`config.mk`:
```
export PLATFORM = sky130hd
export DESIGN_NAME = trap_sequencer
export DESIGN_NICKNAME = d
export VERILOG_FILES = /design/src/rtl/trap_sequencer.sv
export SDC_FILE = /design/constraint.sdc
export NUM_CORES = 1
export LEC_CHECK = 0
export CORE_MARGIN = 2
export CORE_UTILIZATION = 30
export DETAILED_ROUTE_END_ITERATION = 10
export PLACE_DENSITY = 0.77
export SKIP_CTS_REPAIR_TIMING = 1
export SLEW_MARGIN = 20
export SYNTH_ARGS = -nofsm -noshare
export SYNTH_HDL_FRONTEND = slang
export SYNTH_SLANG_ARGS = --single-unit
```
`constraint.sdc`:
```
create_clock -name clk -period 1.8 [get_ports clk]
set_input_delay 0.36 -clock clk [delete_from_list [all_inputs] [get_ports clk]]
set_output_delay 0.36 -clock clk [all_outputs]
set_load 0.01 [all_outputs]
```
`src/rtl/trap_sequencer.sv`:
```
// ---------------------------------------------------------------------------
// trap_sequencer
//   Machine-mode trap controller that owns the single CSR-file write port
//   while a trap or mret is being taken. It picks the highest-priority
//   request, writes mepc/mcause/mtval/mstatus in order (or only mstatus for
//   mret), holds the pipeline flushed, then issues a single PC redirect.
//   When idle, pipeline CSR writes pass straight through to the CSR file.
//
// Ports
//   clk, rst                        clock, synchronous active-high reset
//   interrupt                       external interrupt request (level)
//   illegal_inst, ecall_m           synchronous exception sources
//   l_access_fault, s_access_fault  data access faults
//   mret                            mret retiring
//   epc_cur / epc_next              faulting PC / interrupt return PC
//   bad_addr                        faulting data address
//   inst_csr_we/addr/wdata          pipeline CSR write request
//   mstatus_in, mtvec_in, mepc_in   current CSR values
//   csr_we/waddr/wdata              CSR file write port
//   inst_csr_stall                  pipeline CSR write blocked
//   flush_all                       flush the whole pipeline
//   redirect_valid / redirect_pc    one-cycle PC redirect
//   busy                            sequence in progress
// ---------------------------------------------------------------------------
module trap_sequencer #(
    parameter int XLEN   = 32,
    parameter int CSR_AW = 12
) (
    input  logic              clk,
    input  logic              rst,
    input  logic              interrupt,
    input  logic              illegal_inst,
    input  logic              ecall_m,
    input  logic              l_access_fault,
    input  logic              s_access_fault,
    input  logic              mret,
    input  logic [XLEN-1:0]   epc_cur,
    input  logic [XLEN-1:0]   epc_next,
    input  logic [XLEN-1:0]   bad_addr,
    input  logic              inst_csr_we,
    input  logic [CSR_AW-1:0] inst_csr_addr,
    input  logic [XLEN-1:0]   inst_csr_wdata,
    input  logic [XLEN-1:0]   mstatus_in,
    input  logic [XLEN-1:0]   mtvec_in,
    input  logic [XLEN-1:0]   mepc_in,
    output logic              csr_we,
    output logic [CSR_AW-1:0] csr_waddr,
    output logic [XLEN-1:0]   csr_wdata,
    output logic              inst_csr_stall,
    output logic              flush_all,
    output logic              redirect_valid,
    output logic [XLEN-1:0]   redirect_pc,
    output logic              busy
);

    typedef enum logic [2:0] {
        S_IDLE,
        S_W_MEPC,
        S_W_MCAUSE,
        S_W_MTVAL,
        S_W_MSTATUS,
        S_M_MSTATUS,
        S_REDIRECT
    } state_t;

    localparam logic [CSR_AW-1:0] A_MSTATUS = CSR_AW'(12'h300);
    localparam logic [CSR_AW-1:0] A_MEPC    = CSR_AW'(12'h341);
    localparam logic [CSR_AW-1:0] A_MCAUSE  = CSR_AW'(12'h342);
    localparam logic [CSR_AW-1:0] A_MTVAL   = CSR_AW'(12'h343);

    // Interrupt bit set, exception code 11 (machine external interrupt).
    localparam logic [XLEN-1:0] CAUSE_MEI = {1'b1, {(XLEN-5){1'b0}}, 4'hB};

    state_t          r_state;
    state_t          w_state_next;
    logic [XLEN-1:0] r_cause;
    logic [XLEN-1:0] r_epc;
    logic [XLEN-1:0] r_tval;
    logic            r_is_mret;

    logic            w_int_event;
    logic            w_event;
    logic [XLEN-1:0] w_cause;
    logic [XLEN-1:0] w_epc;
    logic [XLEN-1:0] w_tval;
    logic            w_is_mret;
    logic [XLEN-1:0] w_mstatus_trap;
    logic [XLEN-1:0] w_mstatus_mret;

    // Low mtvec bits hold the vector mode; the redirect always uses direct mode.
    logic            w_unused_ok;
    assign w_unused_ok = &{1'b0, mtvec_in[1:0]};

    // A masked interrupt is not an event at all.
    assign w_int_event = interrupt & mstatus_in[3];
    assign w_event     = w_int_event | illegal_inst | ecall_m |
                         l_access_fault | s_access_fault | mret;

    // Priority select of the trap fields to latch.
    always_comb begin
        w_cause   = '0;
        w_epc     = epc_cur;
        w_tval    = '0;
        w_is_mret = 1'b0;
        if (w_int_event) begin
            w_cause = CAUSE_MEI;
            w_epc   = epc_next;
        end else if (illegal_inst) begin
            w_cause = XLEN'(2);
        end else if (ecall_m) begin
            w_cause = XLEN'(11);
        end else if (l_access_fault) begin
            w_cause = XLEN'(5);
            w_tval  = bad_addr;
        end else if (s_access_fault) begin
            w_cause = XLEN'(7);
            w_tval  = bad_addr;
        end else begin
            w_is_mret = 1'b1;
        end
    end

    // Trap entry: MPIE <= MIE, MIE <= 0, MPP <= M.
    always_comb begin
        w_mstatus_trap        = mstatus_in;
        w_mstatus_trap[7]     = mstatus_in[3];
        w_mstatus_trap[3]     = 1'b0;
        w_mstatus_trap[12:11] = 2'b11;
    end

    // Trap return: MIE <= MPIE, MPIE <= 1.
    always_comb begin
        w_mstatus_mret    = mstatus_in;
        w_mstatus_mret[3] = mstatus_in[7];
        w_mstatus_mret[7] = 1'b1;
    end

    always_ff @(posedge clk) begin
        if (rst) begin
            r_state   <= S_IDLE;
            r_cause   <= '0;
            r_epc     <= '0;
            r_tval    <= '0;
            r_is_mret <= 1'b0;
        end else begin
            r_state <= w_state_next;
            if (r_state == S_IDLE && w_event) begin
                r_cause   <= w_cause;
                r_epc     <= w_epc;
                r_tval    <= w_tval;
                r_is_mret <= w_is_mret;
            end
        end
    end

    always_comb begin
        w_state_next   = r_state;
        csr_we         = 1'b0;
        csr_waddr      = '0;
        csr_wdata      = '0;
        flush_all      = 1'b1;
        redirect_valid = 1'b0;
        redirect_pc    = '0;
        case (r_state)
            S_IDLE: begin
                flush_all = w_event;
                if (w_event) begin
                    // Instruction write on this cycle is dropped.
                    w_state_next = w_is_mret ? S_M_MSTATUS : S_W_MEPC;
                end else if (inst_csr_we) begin
                    csr_we    = 1'b1;
                    csr_waddr = inst_csr_addr;
                    csr_wdata = inst_csr_wdata;
                end
            end
            S_W_MEPC: begin
                csr_we       = 1'b1;
                csr_waddr    = A_MEPC;
                csr_wdata    = r_epc;
                w_state_next = S_W_MCAUSE;
            end
            S_W_MCAUSE: begin
                csr_we       = 1'b1;
                csr_waddr    = A_MCAUSE;
                csr_wdata    = r_cause;
                w_state_next = S_W_MTVAL;
            end
            S_W_MTVAL: begin
                csr_we       = 1'b1;
                csr_waddr    = A_MTVAL;
                csr_wdata    = r_tval;
                w_state_next = S_W_MSTATUS;
            end
            S_W_MSTATUS: begin
                csr_we       = 1'b1;
                csr_waddr    = A_MSTATUS;
                csr_wdata    = w_mstatus_trap;
                w_state_next = S_REDIRECT;
            end
            S_M_MSTATUS: begin
                csr_we       = 1'b1;
                csr_waddr    = A_MSTATUS;
                csr_wdata    = w_mstatus_mret;
                w_state_next = S_REDIRECT;
            end
            S_REDIRECT: begin
                redirect_valid = 1'b1;
                redirect_pc    = r_is_mret ? mepc_in : {mtvec_in[XLEN-1:2], 2'b00};
                w_state_next   = S_IDLE;
            end
            default: begin
                w_state_next = S_IDLE;
            end
        endcase
    end

    assign busy           = (r_state != S_IDLE);
    assign inst_csr_stall = busy;

endmodule

```
==> flow_summary.toml, run 1 <==
[outcome]
status = "finished with violations"
violations = "negative setup slack"

[clocking]
clock_latency_ps = 340
cts_root_buffer = "clkbuf_16"
cts_inserted_buffers = 9
cts_tree = "built"
cts_sinks = 73
htree_levels = 3
clock_path_buffers = 2
path_clk_slew_ps = 60

[worst_setup_path]
cp_max_fo = 6
critPathLaunchType = "flip-flop"
worstSetupPathType = "flip-flop to output pin"
critPathMaxStageDelay_ps = 410
critPathMostFrequentCell = "buf_6"
path_cells = "nor3_4, and4_4, buf_6, clkbuf_16, buf_8, buf_6, a221o_1, buf_2"
slowest_stage = "dfxtp_4"
crit_path_end_kind = "output pin"
critPathArrivalTime_ps = 1920
cp_data_required_time_ps = 1440

[run]
drv_cap = 0

[routing]
detail_route.iter0.violations = 286
vias_per_cell = 4.97
dr_total_vias = 5722
routed_wirelength_um = 21100
drc_errors = 0
ant_nets = 0
wl_per_cell_um = 18.4
drt_pre_antenna_iters = 5

[floorplan]
initial_core_util_pct = 30.5
fp.coreArea_um2 = 15700
die_w_um = 130
fp.dieArea_um2 = 17000
num_io_pins = 326
rows = 46
die_h_um = 130

[global_route]
grt_pass1_vias = 5072
grt_pass1_wl_um = 27700
grt_max_degree = 67
gr-total-overflow = 0
top_usage_layer = "met2"
gr-usage-met1_pct = 28.4
antenna_found_initial = 0
grt_usage_pct = 21.3
grt_use_met3_pct = 4.55
gr-usage-met2_pct = 34.8

[power]
p_total_mw = 5.83
p_per_area_nw_per_um2 = 637
p_leak_nw = 3.99
max-vdd-ir-drop_mv = 0.457

[cells_and_area]
mostFrequentLayoutCells = "234 x clkdlybuf4s50_1, 87 x mux2i_1, 69 x dfxtp_1, 59 x buf_4, 50 x buf_2"
layout.nets = 1175
design_area_um2 = 9150
final_common_cell = "clkdlybuf4s50_1"
antenna_cells = 0
fill_cells = 1426
area_delta_synth_final_pct = 91.1
stdcell_count = 1151
regArea_um2 = 1470
multiInputGateArea_um2 = 3160
drive_gt1_share_pct = 25.2

[timing]
worst_slack_ps = -483
tightest_slew_ps = 523
slew_headroom_pct = 65.1
min_period_ps = 2280
min_period_over_period_pct = 127
hold_viol = 0
maxSlewViolCount = 0
setup_viol = 114
holdWs_ps = 456
fin_skew_ps = 7.74
timing.fmax_mhz = 438
rsz0062_at_grt = "true"

[synthesis]
synth_xor_area_share_pct = 0
ys_seq_area_share_pct = 30.5
synth.area.mux_share_pct = 20.0
synth_cell_types = 46
synth_top_family_by_area = "compound AO/OA/AOI/OAI gates"
synth_fa_ha_area_share_pct = 0
syn_inst = 566
synthSimpleGateAreaFrac_pct = 17.1
synth_compound_area_share_pct = 25.5
yosysWarnings = 0
ys_ff_latch = 73
syn_area_um2 = 4790
syn_nets = 811
synth_area_per_cell_um2 = 8.46

[placement]
post-place-cells = 1111
place_area_um2 = 8690
place_congestion = 0.815
hpwl_um = 15300
io_buffer_count = 323

[worst_hold_path]
hp-class = "flip-flop to flip-flop"
[routing by layer]
metal / share of wire [%] / vias to the layer above
li1: - / 2815
met1: 44 / 2675
met2: 48 / 195
met3: 5.3 / 37
met4: 2.8 / 0
met5: 0 / -
[sequential cells by signal, summed over array words and instances, names as in the netlist]
signal,cells
r_tval,32
r_state,3
r_epc,32
r_cause,5
r_is_mret,1
[final timing paths]
path | startpoint | endpoint | slack (ps) | cells after the start
setup reg to reg | r_state[1] | r_tval[28] | -80 | 9
hold / removal | r_epc[20] | r_epc[20] | 460 | 2
setup / recovery | r_state[1] | csr_wdata[6] | -480 | 8
hold reg to reg | r_epc[20] | r_epc[20] | 460 | 2
[Yosys cell counts, drive strengths merged]
master / count / share of area (%)
and4: 1 / 0.18
nor2: 57 / 4.5
or3: 1 / 0.13
o31ai: 1 / 0.16
nor2b: 6 / 0.78
a211oi: 2 / 0.42
o32ai: 1 / 0.18
and2: 8 / 1.0
a221oi: 1 / 0.18
a22o: 36 / 6.6
nor4: 3 / 0.71
nor3b: 1 / 0.16
o221ai: 2 / 0.37
a21boi: 32 / 5.0
mux2i: 90 / 19
and3: 36 / 4.7
inv: 11 / 0.86
a22oi: 2 / 0.31
dfxtp: 73 / 31
nand4: 1 / 0.13
a41oi: 1 / 0.18
clkbuf: 37 / 2.9
a221o: 29 / 6.1
nor3: 4 / 0.65
a21oi: 5 / 0.52
nand2: 40 / 3.1
a21o: 3 / 0.47
a32o: 1 / 0.21
nand2b: 3 / 0.39
o21ai: 41 / 4.3
o21ba: 1 / 0.21
or2: 1 / 0.13
clkinv: 1 / 0.078
mux2: 5 / 1.2
nand4b: 1 / 0.18
buf: 23 / 3.0
nand3: 3 / 0.31
a211o: 2 / 0.37
[power breakdown]
group	leakage, nW	total [mW]	switching [mW]	internal [mW]
sequential	0.599	1.84	0.0896	1.75
combinational	3.25	2.28	0.932	1.35
clock	0.138	1.70	0.756	0.947
[cells by family after synthesis]
kind of cell,after synthesis
multiplexers,95
AO/OA/AOI/OAI,160
AND/OR/NAND/NOR,166
buffers and inverters,72
flip-flops,73
[area by class of cell]
type,instances,area share [%]
inverters,12,0.574
flip-flops and latches,73,16.1
repair buffers,413,42.8
multi-input cells,421,34.5
clock inverters,7,0.602
clock buffers,9,2.46
well taps,216,2.95
[worst max-delay path: cells and delay by family (launching register included)]
| family | cells | cell delay, ps |
|---|---|---|
| simple gates | 2 | 250 |
| buf+inv | 5 | 630 |
| compound gates | 1 | 290 |
| flops | 1 | 410 |
[stage by stage]
| stage | util (%) | TNS [ps] | worst slack (ps) |
|---|---|---|---|
| finish | 58.2 | -24110 | -483 |
| global route | 58.2 | -31600 | -535 |
| CTS | 57.1 | -67110 | -947 |
| detailed placement | 55.3 | -75320 | -949 |
| global placement | 55.3 | -70370 | -890 |
| floorplan | - | 0 | 2.80 |
Note: power is estimated with default switching activity, not from simulation.
==> inputs of run 2 (changes only) <==
--- a/config.mk
+++ b/config.mk
@@ -8,6 +8,7 @@
 export CORE_MARGIN = 2
 export CORE_UTILIZATION = 30
 export DETAILED_ROUTE_END_ITERATION = 10
+export MAX_ROUTING_LAYER = met4
 export PLACE_DENSITY = 0.77
 export SKIP_CTS_REPAIR_TIMING = 1
 export SLEW_MARGIN = 20
==> flow_summary.toml, run 2 (synthesis results as in run 1) <==
[power]
clkPwrFrac_pct = 29.6
p_per_area_nw_per_um2 = 622
p_total_mw = 5.76
netSwitchingFraction_pct = 30.7
p_seq_share_pct = 32.0
p_int_mw = 3.99
pwr-share-comb_pct = 38.4
switching_power_mw = 1.77
max-vdd-ir-drop_mv = 0.452
p_leak_nw = 4.12

[routing]
drt_pre_antenna_iters = 5
routed_wirelength_um = 21400
drc_errors = 0
wl_per_cell_um = 18.4
dr_total_vias = 5770
vias_per_cell = 4.98
detail_route.iter0.violations = 287
ant_nets = 0

[cells_and_area]
final_common_cell = "clkdlybuf4s50_1"
stdcell_count = 1159
design_area_um2 = 9260
top_regs = "r_epc x32, r_tval x32, r_cause x5"
drive_gt1_share_pct = 25.0
area_delta_synth_final_pct = 93.4
layout.nets = 1183
mostFrequentLayoutCells = "234 x clkdlybuf4s50_1, 88 x mux2i_1, 69 x dfxtp_1, 63 x buf_4, 48 x buf_2"
antenna_cells = 0

[clocking]
cts_tree = "built"
cts_root_buffer = "clkbuf_16"
path_clk_slew_ps = 60
clock_path_buffers = 2
htree_levels = 3
cts_sinks = 73
cts_inserted_buffers = 9
clock_latency_ps = 340

[timing]
min_period_ps = 2380
setup_viol = 81
slew_headroom_pct = 65.1
holdWs_ps = 456
timing.fmax_mhz = 421
fin_skew_ps = 7.57
hold_viol = 0
worst_slack_ps = -576
min_period_over_period_pct = 132
rsz0062_at_grt = "true"
maxSlewViolCount = 0
tightest_slew_ps = 523

[global_route]
grt_pass1_wl_um = 27700
grt_usage_pct = 22.0
antenna_found_initial = 0
grt_max_degree = 67
grt_pass1_vias = 5071
gr-total-overflow = 0

[floorplan]
rows = 46
initial_core_util_pct = 30.5
die_h_um = 130
die_w_um = 130
num_io_pins = 326
fp.dieArea_um2 = 17000
fp.coreArea_um2 = 15700

[placement]
place_congestion = 0.828
post-place-cells = 1111
hpwl_um = 15300
dp_worst_setup_slack_ps = -949
place_area_um2 = 8690
io_buffer_count = 323

[outcome]
violations = "negative setup slack"
status = "finished with violations"

[worst_setup_path]
worstSetupPathType = "flip-flop to output pin"
cp_data_required_time_ps = 1440
critPathArrivalTime_ps = 2020
critPathLaunchType = "flip-flop"
crit_path_end_kind = "output pin"
cp_max_fo = 6

[worst_hold_path]
hp-class = "flip-flop to flip-flop"

[run]
drv_cap = 0
run 2: cell types whose count changed in the layout (fill, tap and decap cells not counted), moves of 3 or more:
cell | before | now
clkbuf_2 | 23 | 18
buf_8 | 5 | 2
buf_6 | 16 | 24
dlymetal6s2s_1 | 6 | 12
buf_4 | 59 | 63
run 2: final timing paths:
check / from / end / slack, ps / depth (start not counted)
hold / removal: r_epc[20] / r_epc[20] / 460 / 2
setup / recovery: r_state[1] / csr_wdata[5] / -580 / 8
hold reg to reg: r_epc[20] / r_epc[20] / 460 / 2
setup reg to reg: r_state[1] / r_tval[24] / 20 / 9
run 2: power by group through the flow:
| stage | Sequential, mW | Clock, mW | Combinational (mW) |
|---|---|---|---|
| final | 1.84 | 1.71 | 2.21 |
| after global routing | 1.86 | 1.82 | 2.35 |
| after CTS | 1.85 | 1.74 | 2.12 |
| after detailed placement | 1.88 | 0 | 2.11 |
| after global placement | 1.88 | 0 | 2.09 |
| after floorplan | 1.83 | 0 | 0.940 |
run 2: layout make-up:
cell class,count,area [µm²]
Clock buffer,9,225
Multi-Input combinational cell,421,3160
Timing Repair Buffer,421,4020
Inverter,12,55.1
Tap cell,216,270
Clock inverter,7,55.1
Fill cell,1396,6450
Sequential cell,73,1470
run 2: through the flow:
step / TNS [ps] / utilization, %
global placement: -70370 / 55.3
finish: -23920 / 58.9
global route: -29330 / 58.9
detailed placement: -75320 / 55.3
floorplan: 0 / -
CTS: -67110 / 57.1
run 2: worst max-delay path, cell delays in order (launching register included):
cell and delay (ps):
dfxtp_4 370, nor3_4 240, and4_4 350, buf_12 130
clkbuf_16 120, buf_6 100, buf_6 100, a221o_1 140
buf_2 120
run 2: per-layer routing:
layer,up-vias,global-route usage (%),wire (µm)
li1,2821,-,-
met1,2708,28.6,9390
met2,212,34.9,10500
met3,29,4.06,1100
met4,0,6.20,431
met5,-,-,0
==> inputs of run 3 (changes only) <==
--- a/config.mk
+++ b/config.mk
@@ -5,9 +5,9 @@
 export SDC_FILE = /design/constraint.sdc
 export NUM_CORES = 1
 export LEC_CHECK = 0
-export CORE_MARGIN = 2
-export CORE_UTILIZATION = 30
+export CORE_AREA = 2 2 128 130
 export DETAILED_ROUTE_END_ITERATION = 10
+export DIE_AREA = 0 0 130 132
 export MAX_ROUTING_LAYER = met4
 export PLACE_DENSITY = 0.77
 export SKIP_CTS_REPAIR_TIMING = 1
==> flow_summary.toml, run 3 (synthesis results as in run 1) <==
[routing]
drc_errors = 0
vias_per_cell = 4.93
dr_total_vias = 5683
ant_nets = 0
drt_pre_antenna_iters = 4
routed_wirelength_um = 20800
wl_per_cell_um = 18.0
detail_route.iter0.violations = 235

[clocking]
clock_latency_ps = 330
cts_tree = "built"
htree_levels = 3
cts_root_buffer = "clkbuf_16"
cts_sinks = 73
cts_inserted_buffers = 9
path_clk_slew_ps = 60
clock_path_buffers = 2

[cells_and_area]
fin_util_pct = 58.9
stdcell_count = 1152
layout.nets = 1175
area_delta_synth_final_pct = 93.3
top_regs = "r_epc x32, r_tval x32, r_cause x5"
fill_cells = 1390
regArea_um2 = 1470
mostFrequentLayoutCells = "234 x clkdlybuf4s50_1, 87 x mux2i_1, 69 x dfxtp_1, 59 x buf_4, 58 x buf_2"
design_area_um2 = 9260
multiInputGateArea_um2 = 3190
drive_gt1_share_pct = 23.7
final_common_cell = "clkdlybuf4s50_1"

[placement]
io_buffer_count = 323
hpwl_um = 15500
dp_worst_setup_slack_ps = -914
place_congestion = 0.943
post-place-cells = 1113
place_area_um2 = 8690

[timing]
maxSlewViolCount = 0
holdWs_ps = 460
fin_skew_ps = 5.68
hold_viol = 0
setup_viol = 78
tightest_slew_ps = 417
rsz0062_at_grt = "true"
slew_headroom_pct = 72.2
min_period_ps = 2240
min_period_over_period_pct = 125
worst_slack_ps = -444
timing.fmax_mhz = 446

[power]
max-vdd-ir-drop_mv = 0.508
p_leak_nw = 4.21
p_per_area_nw_per_um2 = 645

[floorplan]
fp.dieArea_um2 = 17200
fp.coreArea_um2 = 15700
initial_core_util_pct = 30.5
die_w_um = 130
num_io_pins = 326
die_h_um = 132
rows = 46

[worst_setup_path]
cp_max_fo = 7
critPathArrivalTime_ps = 1880
cp_data_required_time_ps = 1440
endpoint = "csr_wdata[21]"
r2r_start = "r_state[1]"
critPathLaunchType = "flip-flop"
reg2reg_to = "r_tval[22]"
crit_path_end_kind = "output pin"
rrSetupSlack_ps = 40
r2r_cells = 9
worstSetupPathType = "flip-flop to output pin"
cp-startpoint = "r_state[1]"

[global_route]
grt_pass1_wl_um = 29000
gr-total-overflow = 0
grt_pass1_vias = 5282
antenna_found_initial = 1
grt_usage_pct = 22.4
grt_max_degree = 67

[worst_hold_path]
hp-class = "flip-flop to flip-flop"

[outcome]
violations = "negative setup slack"
status = "finished with violations"

[run]
drv_cap = 0
## run 3: cell types whose count changed in the layout (fill, tap and decap cells not counted), moves of 3 or more
cell	delta
clkbuf_2	-13
buf_4	-4
buf_6	-10
buf_2	+10
dlymetal6s2s_1	+10
nor2_1	-3
nor2_2	+5
## run 3: per-stage QoR
step	TNS [ps]	total power, mW
2_1_floorplan	0	2.77
3_3_place_gp	-70000	3.95
3_5_place_dp	-74990	3.97
4_1_cts	-65330	5.95
5_1_grt	-29300	6.26
6_report	-23850	5.97
## run 3: layout make-up
cell class / instances / share of cell area, %
Multi-Input combinational cell: 421 / 34.4
Clock buffer: 9 / 2.43
Antenna cell: 1 / 0.0270
Clock inverter: 7 / 1.11
Tap cell: 216 / 2.92
Timing Repair Buffer: 413 / 42.7
Sequential cell: 73 / 15.9
Inverter: 12 / 0.514
## run 3: worst max-delay path: stages (launching register included)
cell and delay [ps]:
dfxtp_4 390, nor3_4 230, and4_4 290, buf_12 110
buf_8 110, buf_12 130, a221o_1 160, buf_2 130
## run 3: report_power, final
| part | switching (mW) | leakage [nW] | internal (mW) |
|---|---|---|---|
| logic | 0.884 | 3.45 | 1.28 |
| clock network | 0.727 | 0.162 | 1.23 |
| registers | 0.0956 | 0.599 | 1.75 |
| total | 1.71 | 4.21 | 4.26 |
## run 3: worst min-delay path by stage
stage / start / cells after the start / to / slack [ps]
after floorplan: r_cause[1] / 2 / r_cause[1] / 430
after CTS: r_cause[2] / 1 / r_cause[2] / 460
after global placement: r_cause[2] / 1 / r_cause[2] / 430
after detailed placement: r_cause[2] / 1 / r_cause[2] / 450
after global routing: r_epc[20] / 2 / r_epc[20] / 470
final: r_cause[2] / 1 / r_cause[2] / 460
## run 3: per-layer routing
metal	share of wire [%]	wire, µm	track usage [%]	vias up
met5	0	0	-	-
li1	-	-	-	2806
met4	2.0	416	6.09	0
met1	45	9280	29.7	2662
met2	48	10000	35.4	189
met3	5.1	1060	3.41	26
